<file path="config.mk">
export PLATFORM = sky130hd
export DESIGN_NAME = jesd_tx_ctrl
export DESIGN_NICKNAME = d
export VERILOG_FILES = /design/src/rtl/jesd_tx_pkg.sv /design/src/rtl/jesd_sync_monitor.sv /design/src/rtl/jesd_tx_ctrl.sv
export SDC_FILE = /design/constraint.sdc
export NUM_CORES = 1
export LEC_CHECK = 0
export ABC_AREA = 1
export CORE_ASPECT_RATIO = 2
export CORE_MARGIN = 5
export CORE_UTILIZATION = 47
export CTS_BUF_LIST = sky130_fd_sc_hd__clkbuf_16
export CTS_CLUSTER_DIAMETER = 150
export CTS_CLUSTER_SIZE = 8
export DETAILED_ROUTE_END_ITERATION = 8
export GPL_TIMING_DRIVEN = 0
export PLACE_DENSITY = 0.7
export SLEW_MARGIN = 20
export SYNTH_ARGS = -nofsm -noshare
export SYNTH_HDL_FRONTEND = slang
export SYNTH_SLANG_ARGS = --single-unit
</file>
<file path="constraint.sdc">
create_clock -name clk_i -period 1.65 [get_ports clk_i]
set_input_delay 0.33 -clock clk_i [delete_from_list [all_inputs] [get_ports clk_i]]
set_output_delay 0.33 -clock clk_i [all_outputs]
set_load 0.1 [all_outputs]
</file>
<file path="src/rtl/jesd_tx_pkg.sv">
// rtl/jesd_tx_pkg.sv - shared types and constants for the JESD204B TX link controller
package jesd_tx_pkg;

    typedef enum logic [2:0] {
        ST_RESET    = 3'd0,
        ST_WAIT_PHY = 3'd1,
        ST_CGS      = 3'd2,
        ST_ILAS     = 3'd3,
        ST_DATA     = 3'd4
    } state_e;

    // Control characters inserted by the per-lane framer
    localparam logic [7:0] K28_0 = 8'h1C;
    localparam logic [7:0] K28_3 = 8'h7C;
    localparam logic [7:0] K28_4 = 8'h9C;
    localparam logic [7:0] K28_5 = 8'hBC;

    localparam logic [3:0] ILAS_CFG_MF_IDX = 4'd1;

endpackage

</file>
<file path="src/rtl/jesd_sync_monitor.sv">
// rtl/jesd_sync_monitor.sv - SYNC~ reduction, debounce, resync detection and error-report counting
module jesd_sync_monitor
    import jesd_tx_pkg::*;
#(
    parameter int LINKS         = 1,
    parameter int SYNC_DEBOUNCE = 8,
    parameter int RESYNC_CYCLES = 4
) (
    input  logic             i_clk,
    input  logic             i_rst,
    input  logic [LINKS-1:0] i_sync_n,
    input  logic [LINKS-1:0] i_link_disable,
    input  logic             i_clear,
    input  logic             i_mon_en,
    output logic             o_sync_stable,
    output logic             o_resync_req,
    output logic [7:0]       o_err_cnt
);

    localparam logic [7:0] DEB_MAX     = 8'(SYNC_DEBOUNCE);
    localparam logic [7:0] RESYNC_LAST = 8'(RESYNC_CYCLES - 1);

    logic       w_sync_ok;
    logic       w_resync_req;
    logic [7:0] r_deb_cnt;
    logic [7:0] r_resync_cnt;
    logic [7:0] r_err_cnt;

    assign w_sync_ok     = &(i_sync_n | i_link_disable);
    assign o_sync_stable = (r_deb_cnt == DEB_MAX);
    // Fires in the cycle the low run reaches RESYNC_CYCLES, so the FSM leaves on that edge
    assign w_resync_req  = i_mon_en && !w_sync_ok && (r_resync_cnt == RESYNC_LAST);
    assign o_resync_req  = w_resync_req;
    assign o_err_cnt     = r_err_cnt;

    always_ff @(posedge i_clk) begin
        if (i_rst) begin
            r_deb_cnt    <= '0;
            r_resync_cnt <= '0;
            r_err_cnt    <= '0;
        end else begin
            if (i_clear || !w_sync_ok) begin
                r_deb_cnt <= '0;
            end else if (r_deb_cnt != DEB_MAX) begin
                r_deb_cnt <= r_deb_cnt + 8'd1;
            end

            if (!i_mon_en || w_resync_req) begin
                r_resync_cnt <= '0;
            end else if (!w_sync_ok) begin
                r_resync_cnt <= r_resync_cnt + 8'd1;
            end else begin
                if ((r_resync_cnt != 8'd0) && (r_err_cnt != 8'hFF)) begin
                    r_err_cnt <= r_err_cnt + 8'd1;
                end
                r_resync_cnt <= '0;
            end
        end
    end

endmodule

</file>
<file path="src/rtl/jesd_tx_ctrl.sv">
// rtl/jesd_tx_ctrl.sv - JESD204B TX link-control FSM sequencing GT reset, CGS, ILAS and data
module jesd_tx_ctrl
    import jesd_tx_pkg::*;
#(
    parameter int L                = 1,
    parameter int LINKS            = 1,
    parameter int RESET_CYCLES     = 4,
    parameter int SYNC_DEBOUNCE    = 8,
    parameter int RESYNC_CYCLES    = 4,
    parameter int ILAS_MULTIFRAMES = 4
) (
    input  logic             clk_i,
    input  logic             rst_i,
    input  logic [L-1:0]     lane_disable_i,
    input  logic [LINKS-1:0] link_disable_i,
    input  logic             phy_ready_i,
    input  logic [LINKS-1:0] sync_ni,
    input  logic             lmfc_clk_i,
    output logic             tx_reset_gt_o,
    output logic [L-1:0]     cgs_en_o,
    output logic [L-1:0]     ilas_en_o,
    output logic [3:0]       ilas_mf_idx_o,
    output logic             ilas_cfg_o,
    output logic [L-1:0]     data_en_o,
    output logic [7:0]       sync_err_cnt_o,
    output logic [2:0]       state_o
);

    localparam logic [3:0] RST_LAST = 4'(RESET_CYCLES - 1);
    localparam logic [3:0] MF_LAST  = 4'(ILAS_MULTIFRAMES - 1);

    state_e     r_state;
    state_e     w_state_nxt;
    logic [3:0] r_rst_cnt;
    logic [3:0] w_rst_cnt_nxt;
    logic [3:0] r_mf_idx;
    logic [3:0] w_mf_nxt;
    logic       w_sync_stable;
    logic       w_resync_req;
    logic       r_tx_reset;
    logic       r_ilas_cfg;
    logic [L-1:0] r_cgs_en;
    logic [L-1:0] r_ilas_en;
    logic [L-1:0] r_data_en;

    jesd_sync_monitor #(
        .LINKS         (LINKS),
        .SYNC_DEBOUNCE (SYNC_DEBOUNCE),
        .RESYNC_CYCLES (RESYNC_CYCLES)
    ) u_sync_mon (
        .i_clk          (clk_i),
        .i_rst          (rst_i),
        .i_sync_n       (sync_ni),
        .i_link_disable (link_disable_i),
        .i_clear        (r_state != ST_CGS),
        .i_mon_en       ((r_state == ST_ILAS) || (r_state == ST_DATA)),
        .o_sync_stable  (w_sync_stable),
        .o_resync_req   (w_resync_req),
        .o_err_cnt      (sync_err_cnt_o)
    );

    // PHY loss outranks resync, which outranks the LMFC-driven advance
    always_comb begin
        w_state_nxt   = r_state;
        w_rst_cnt_nxt = 4'd0;
        w_mf_nxt      = 4'd0;
        case (r_state)
            ST_RESET: begin
                if (r_rst_cnt == RST_LAST) w_state_nxt = ST_WAIT_PHY;
                else                       w_rst_cnt_nxt = r_rst_cnt + 4'd1;
            end
            ST_WAIT_PHY: begin
                if (phy_ready_i) w_state_nxt = ST_CGS;
            end
            ST_CGS: begin
                if (!phy_ready_i)                     w_state_nxt = ST_RESET;
                else if (w_sync_stable && lmfc_clk_i) w_state_nxt = ST_ILAS;
            end
            ST_ILAS: begin
                if (!phy_ready_i) begin
                    w_state_nxt = ST_RESET;
                end else if (w_resync_req) begin
                    w_state_nxt = ST_CGS;
                end else if (lmfc_clk_i && (r_mf_idx == MF_LAST)) begin
                    w_state_nxt = ST_DATA;
                end else if (lmfc_clk_i) begin
                    w_mf_nxt = r_mf_idx + 4'd1;
                end else begin
                    w_mf_nxt = r_mf_idx;
                end
            end
            ST_DATA: begin
                if (!phy_ready_i)      w_state_nxt = ST_RESET;
                else if (w_resync_req) w_state_nxt = ST_CGS;
            end
            default: w_state_nxt = ST_RESET;
        endcase
    end

    always_ff @(posedge clk_i) begin
        if (rst_i) begin
            r_state    <= ST_RESET;
            r_rst_cnt  <= 4'd0;
            r_mf_idx   <= 4'd0;
            r_tx_reset <= 1'b1;
            r_ilas_cfg <= 1'b0;
            r_cgs_en   <= '0;
            r_ilas_en  <= '0;
            r_data_en  <= '0;
        end else begin
            r_state    <= w_state_nxt;
            r_rst_cnt  <= w_rst_cnt_nxt;
            r_mf_idx   <= w_mf_nxt;
            r_tx_reset <= (w_state_nxt == ST_RESET);
            r_ilas_cfg <= (w_state_nxt == ST_ILAS) && (w_mf_nxt == ILAS_CFG_MF_IDX);
            r_cgs_en   <= (w_state_nxt == ST_CGS)  ? ~lane_disable_i : '0;
            r_ilas_en  <= (w_state_nxt == ST_ILAS) ? ~lane_disable_i : '0;
            r_data_en  <= (w_state_nxt == ST_DATA) ? ~lane_disable_i : '0;
        end
    end

    assign tx_reset_gt_o = r_tx_reset;
    assign cgs_en_o      = r_cgs_en;
    assign ilas_en_o     = r_ilas_en;
    assign data_en_o     = r_data_en;
    assign ilas_mf_idx_o = r_mf_idx;
    assign ilas_cfg_o    = r_ilas_cfg;
    assign state_o       = r_state;

endmodule
</file>
After elaboration in Yosys (flattened, before gate mapping)
Cells that the tools add are included.

operators by class
  add/sub/neg operators = 5
  eq/ne operators = 15
  mux-type cells = 15
  bitwise gates (word level) = 7
  reductions and logical operators = 21

operator list
  cell                 count
  $mux 3               9
  $add 8x1->8 const B  3
  $mux 4               5
  $pmux 3 s5           1
  $eq 3x2->1 const B   4
  $add 4x1->4 const B  2
  $eq 4x2->1 const B   2
  $eq 8x2->1 const B   1
  $eq 8x4->1 const B   1
  $ne 8x4->1 const B   1
  $ne 8x8->1 const B   1
  $reduce_bool 8->1    1
  $reduce_or 2->1      4
  $eq 3x3->1 const B   2
  $logic_and 1x1->1    6
  $logic_not 3->1      2
  $not 1->1            6
  $reduce_or 3->1      2
  $eq 4x1->1 const B   1
  $eq 3x1->1 const B   1
  $logic_or 1x1->1     3
  $ne 3x2->1 const B   1
  $reduce_and 3->1     1
  $logic_not 1->1      2
  $or 1x1->1           1

storage, ports and cells
  bits in registers = 40
  bits of input ports = 7
  output and inout port bits = 20
  logic and storage cells = 74

Logic depth before layout (Yosys ltp)
  word-level depth = 10
  gate-level depth with buffers = 10
  gate-level depth less buffers = 10

Modules after synthesis
A second synthesis with hierarchy kept.

unflattened totals
  cell total of the unflattened synthesis = 290
  area, all modules = 2047.0 um^2

by module, submodules not included
  module             times used  cells each  area an instance (um^2)  sequential area each (um^2)
  jesd_sync_monitor  1           188         1292.5                   480.5
  jesd_tx_ctrl       1           102         754.5                    320.3

Least setup slack after synthesis
No wires, ideal clock.

  path type = flip-flop to flip-flop
  start = reg u_sync_mon.r_err_cnt[0] (netlist: u_sync_mon.o_err_cnt[0])
  end = reg u_sync_mon.r_err_cnt[0] (netlist: u_sync_mon.o_err_cnt[0])
  setup time = 117 ps
  data arrival time = 1944 ps
  required time = 1533 ps
  setup slack = -411 ps
  stages on the path, launching flop included = 9
  buffers on the path = 0
  period minus slack after synthesis = 2061 ps
  cell sequence = dfxtp_1 ha_1 nand2_1 nor2_1 a21oi_2 nand2_4 clkinv_1 nor2_1 nor2_1

between the ends
  longest elaborated chain between the ends = 3
  elaborated cells between the ends (all ways) = 4
  those cells by class = add/sub (1); eq/ne (1); reduce/logical (2)

ends and longest elaborated chain
  element                                              line                     source
  from (decl)                                          jesd_sync_monitor.sv:27  logic [7:0] r_err_cnt;
  from (signal assigned)                               jesd_sync_monitor.sv:54  r_err_cnt <= r_err_cnt + 8'd1;
  branches (longest 3 deep; another with $add 8x1->8)  --

Several ways; the timed one is not identified.
A chain may end at the register's enable or synchronous reset.

Final worst setup path
  start = reg u_sync_mon.r_err_cnt[4] (netlist: u_sync_mon.o_err_cnt[4])
  end = out sync_err_cnt_o[4]

RTL lines
  element    line                source
  to (decl)  jesd_tx_ctrl.sv:25  output logic [7:0] sync_err_cnt_o,

No word-level cell between the ends.

==> flow_summary_export.csv <==
group,metric,value,unit
timing,setup_tns,0,ns
cts,cts_setup_buffers,0,
critical_path,cp_data_required_time,1.32,ns
synth,postSynthCellCount,270,
power_and_ir_drop,power.leakage,1.013,nW
critical_path,end_kind,"output pin",
drt,avgViaCountPerCell,4.899,
timing,layout_worst_path_cycle_share,95.82,%
drt,antenna_left,0,
synth,ys_ff_latch,40,
layout,final_common_cell,"nor2_1",
grt,grt_pass1_wl,7.217,mm
job,cap_violations,0,
drt,drc,0,
floorplan,top_level_ports,27,
critical_path,cp_max_fo,6,
critical_path,cp_num_buf_inv,1,
critical_path,crit_chain,"clkdlybuf4s15_2",
critical_path,critPathTopFamily,"buffers and inverters",
place,place_hpwl,3.276,mm
place,place_area,2338,um2
synth,seq_area_frac_synth,40.25,%
place,pre_cts_ws,-0.2260,ns
timing,relSlewSlack,63.47,%
power_and_ir_drop,power.density,815.8,nW/um2
cts,clockRootBuffer,"clkbuf_16",
drt,wl_per_cell,11.54,um
grt,grt_max_degree,13,
layout,final_cell_mix,"nor2_1, nand2_1, inv_1",
floorplan,chipWidth,56.01,um
layout,nNetsFinal,317,
critical_path,crit_path_top_delay_cell,"clkdlybuf4s15_2",
drt,dr.pass1.iters,4,
layout,drive_gt1_share,21.38,%
power_and_ir_drop,vdd_drop_max,0.8078,mV
cts,cts_tree,"yes",
critical_path,path_class,"flip-flop to output pin",
cts,cts.clk_slew.worst_paths,0.06,ns
synth,yosysUniqueCellTypes,32,
floorplan,rows,33,
timing,hold_slack,0.4457,ns
timing,setup_slack,0.06893,ns
layout,syn_to_final_growth,26.35,%
timing,setup_violations,0,
critical_path,timing.rr.start,"u_sync_mon.r_resync_cnt[0]",
layout,postLayoutCellArea,2514,um2
cts,insertion_delay,0.28,ns
floorplan,die-area,5713,um2
timing,fin_crit,1.581,ns
floorplan,core,4088,um2
drt,totalWireLength,4.110,mm
worst_hold_path,worstHoldStart,"r_rst_cnt[0]",
critical_path,startpoint,"u_sync_mon.o_err_cnt[4]",
cts,clock-sinks,40,
worst_hold_path,hold_class,"flip-flop to flip-flop",
place,numPortBuffers,26,
synth,syn-mean-instance-area,7.368,um2
cts,htree_levels,2,
floorplan,die_h,102.0,um
drt,drt_iter0_markers,26,
grt,grt_usage,15.88,%
drt,vias,1744,
synth,synth_area,1989,um2
critical_path,cp.arrival,1.25,ns
cts,clk_path_buf_depth,2,
place,gp_congestion,0.8374,
synth,synth_nets,284,
timing,slew_violations,0,
critical_path,slowest_delay,0.58,ns
status,status,"complete, no violations",
floorplan,start_util,48.67,%
timing,fmax,0.6325,GHz
layout,fillCellCount,380,
timing,finalHoldViolCount,0,
cts,numCtsBuffers,5,
timing,worst_pin_slew,0.5505,ns
layout,diodes,0,
synth,ys_warn_count,0,
grt,grt_pass1_vias,1704,
grt,antenna_found_initial,0,
timing,rsz0062_at_grt,"true",
timing,finClkSkew,0.004181,ns
critical_path,start_kind,"flip-flop",
grt,globalRouteOverflowTotal,0,
## what timing repair did
| item | 4_1_cts | 5_1_grt |
|---|---|---|
| endpoints found under the setup margin | 20 | 13 |
| gates resized for setup | 60 | 3 |
| pin swaps | 0 | 0 |
| hold buffers | 0 | 0 |
## cells by family (layout without fill, tap and decap cells)
logic type	Yosys count	count (layout)	share of synthesized area, %
flops	40	40	40.25
simple gates	154	154	36.60
xor+xnor	13	13	5.723
fa+ha+maj	7	7	4.402
compound gates	22	22	6.604
buf+inv	34	68	6.415
## path summary, 6_finish.rpt
path	to	slack (ns)	cells past startpoint
hold / removal	r_rst_cnt[0]	0.45	1
hold reg to reg	r_rst_cnt[0]	0.45	1
setup reg to reg	tx_reset_gt_o	0.14	10
setup / recovery	sync_err_cnt_o[4]	0.07	1
## cell usage after synthesis
cell type | count | share of area [%]
xnor2_1 | 6 | 2.6
a21oi_4 | 1 | 0.82
o21ai_0 | 3 | 0.75
nand2_2 | 4 | 1.3
clkinv_1 | 2 | 0.38
nor2_4 | 2 | 1.1
or2_2 | 2 | 0.63
nand4_1 | 6 | 1.9
nor3_2 | 1 | 0.50
nand3_2 | 1 | 0.50
dfxtp_1 | 40 | 40
xor2_1 | 7 | 3.1
nor3b_1 | 2 | 0.75
o21a_1 | 1 | 0.38
a31oi_1 | 1 | 0.31
clkbuf_1 | 1 | 0.19
ha_1 | 7 | 4.4
inv_2 | 3 | 0.57
a211oi_1 | 1 | 0.38
nand2_1 | 49 | 9.2
nand2_4 | 2 | 1.1
a21oi_1 | 12 | 3.0
nand4_2 | 1 | 0.63
nor2_1 | 52 | 9.8
nand3_4 | 1 | 0.88
nor4b_1 | 1 | 0.44
o21ai_1 | 2 | 0.50
a21oi_2 | 1 | 0.44
inv_1 | 28 | 5.3
nor3_1 | 3 | 0.75
nand3_1 | 23 | 5.8
nor2_2 | 4 | 1.3
## layout make-up
class                      instances  area [um2]  area share (%)
buffer                             1       3.754          0.1493
clock buffer                       5       125.1           4.978
multi-input combinational        196        1071           42.61
timing repair buffer              26       287.8           11.45
tap                               52       65.06           2.588
clock inverter                     3       12.51          0.4978
inverter                          33       123.9           4.928
sequential                        40       824.5           32.80
## layer usage
metal / vias to the layer above / part of all wire, % / GRT usage (%)
met2: 28 / 59 / 32.37
met1: 781 / 36 / 14.41
li1: 929 / - / -
met3: 6 / 2.8 / 3.287
met5: - / 0 / 0
met4: 0 / 1.7 / 7.313
## sequential cells by signal, summed over array words and instances, names as in the netlist
name and count:
ilas_cfg_o 1, ilas_mf_idx_o 4, r_rst_cnt 4, u_sync_mon.r_deb_cnt 8
data_en_o 1, state_o 3, tx_reset_gt_o 1, cgs_en_o 1
u_sync_mon.r_resync_cnt 8, ilas_en_o 1, u_sync_mon.o_err_cnt 8
## power by group
group / switching [W] / leakage (nW) / internal (W) / total, W
sequential: 0.0000155 / 0.331 / 0.000984 / 0.000999
clock: 0.000352 / 0.0762 / 0.000545 / 0.000897
combinational: 0.000103 / 0.606 / 0.0000515 / 0.000154
## through the flow
step | cells | total power (W) | util [%]
2_1_floorplan | 270 | 0.001129 | -
3_3_place_gp | 348 | 0.001175 | 57.21
3_5_place_dp | 348 | 0.001178 | 57.21
4_1_cts | 356 | 0.002079 | 61.19
5_1_grt | 356 | 0.002139 | 61.49
6_report | 356 | 0.002051 | 61.49
(Power assumes the default switching activity.)
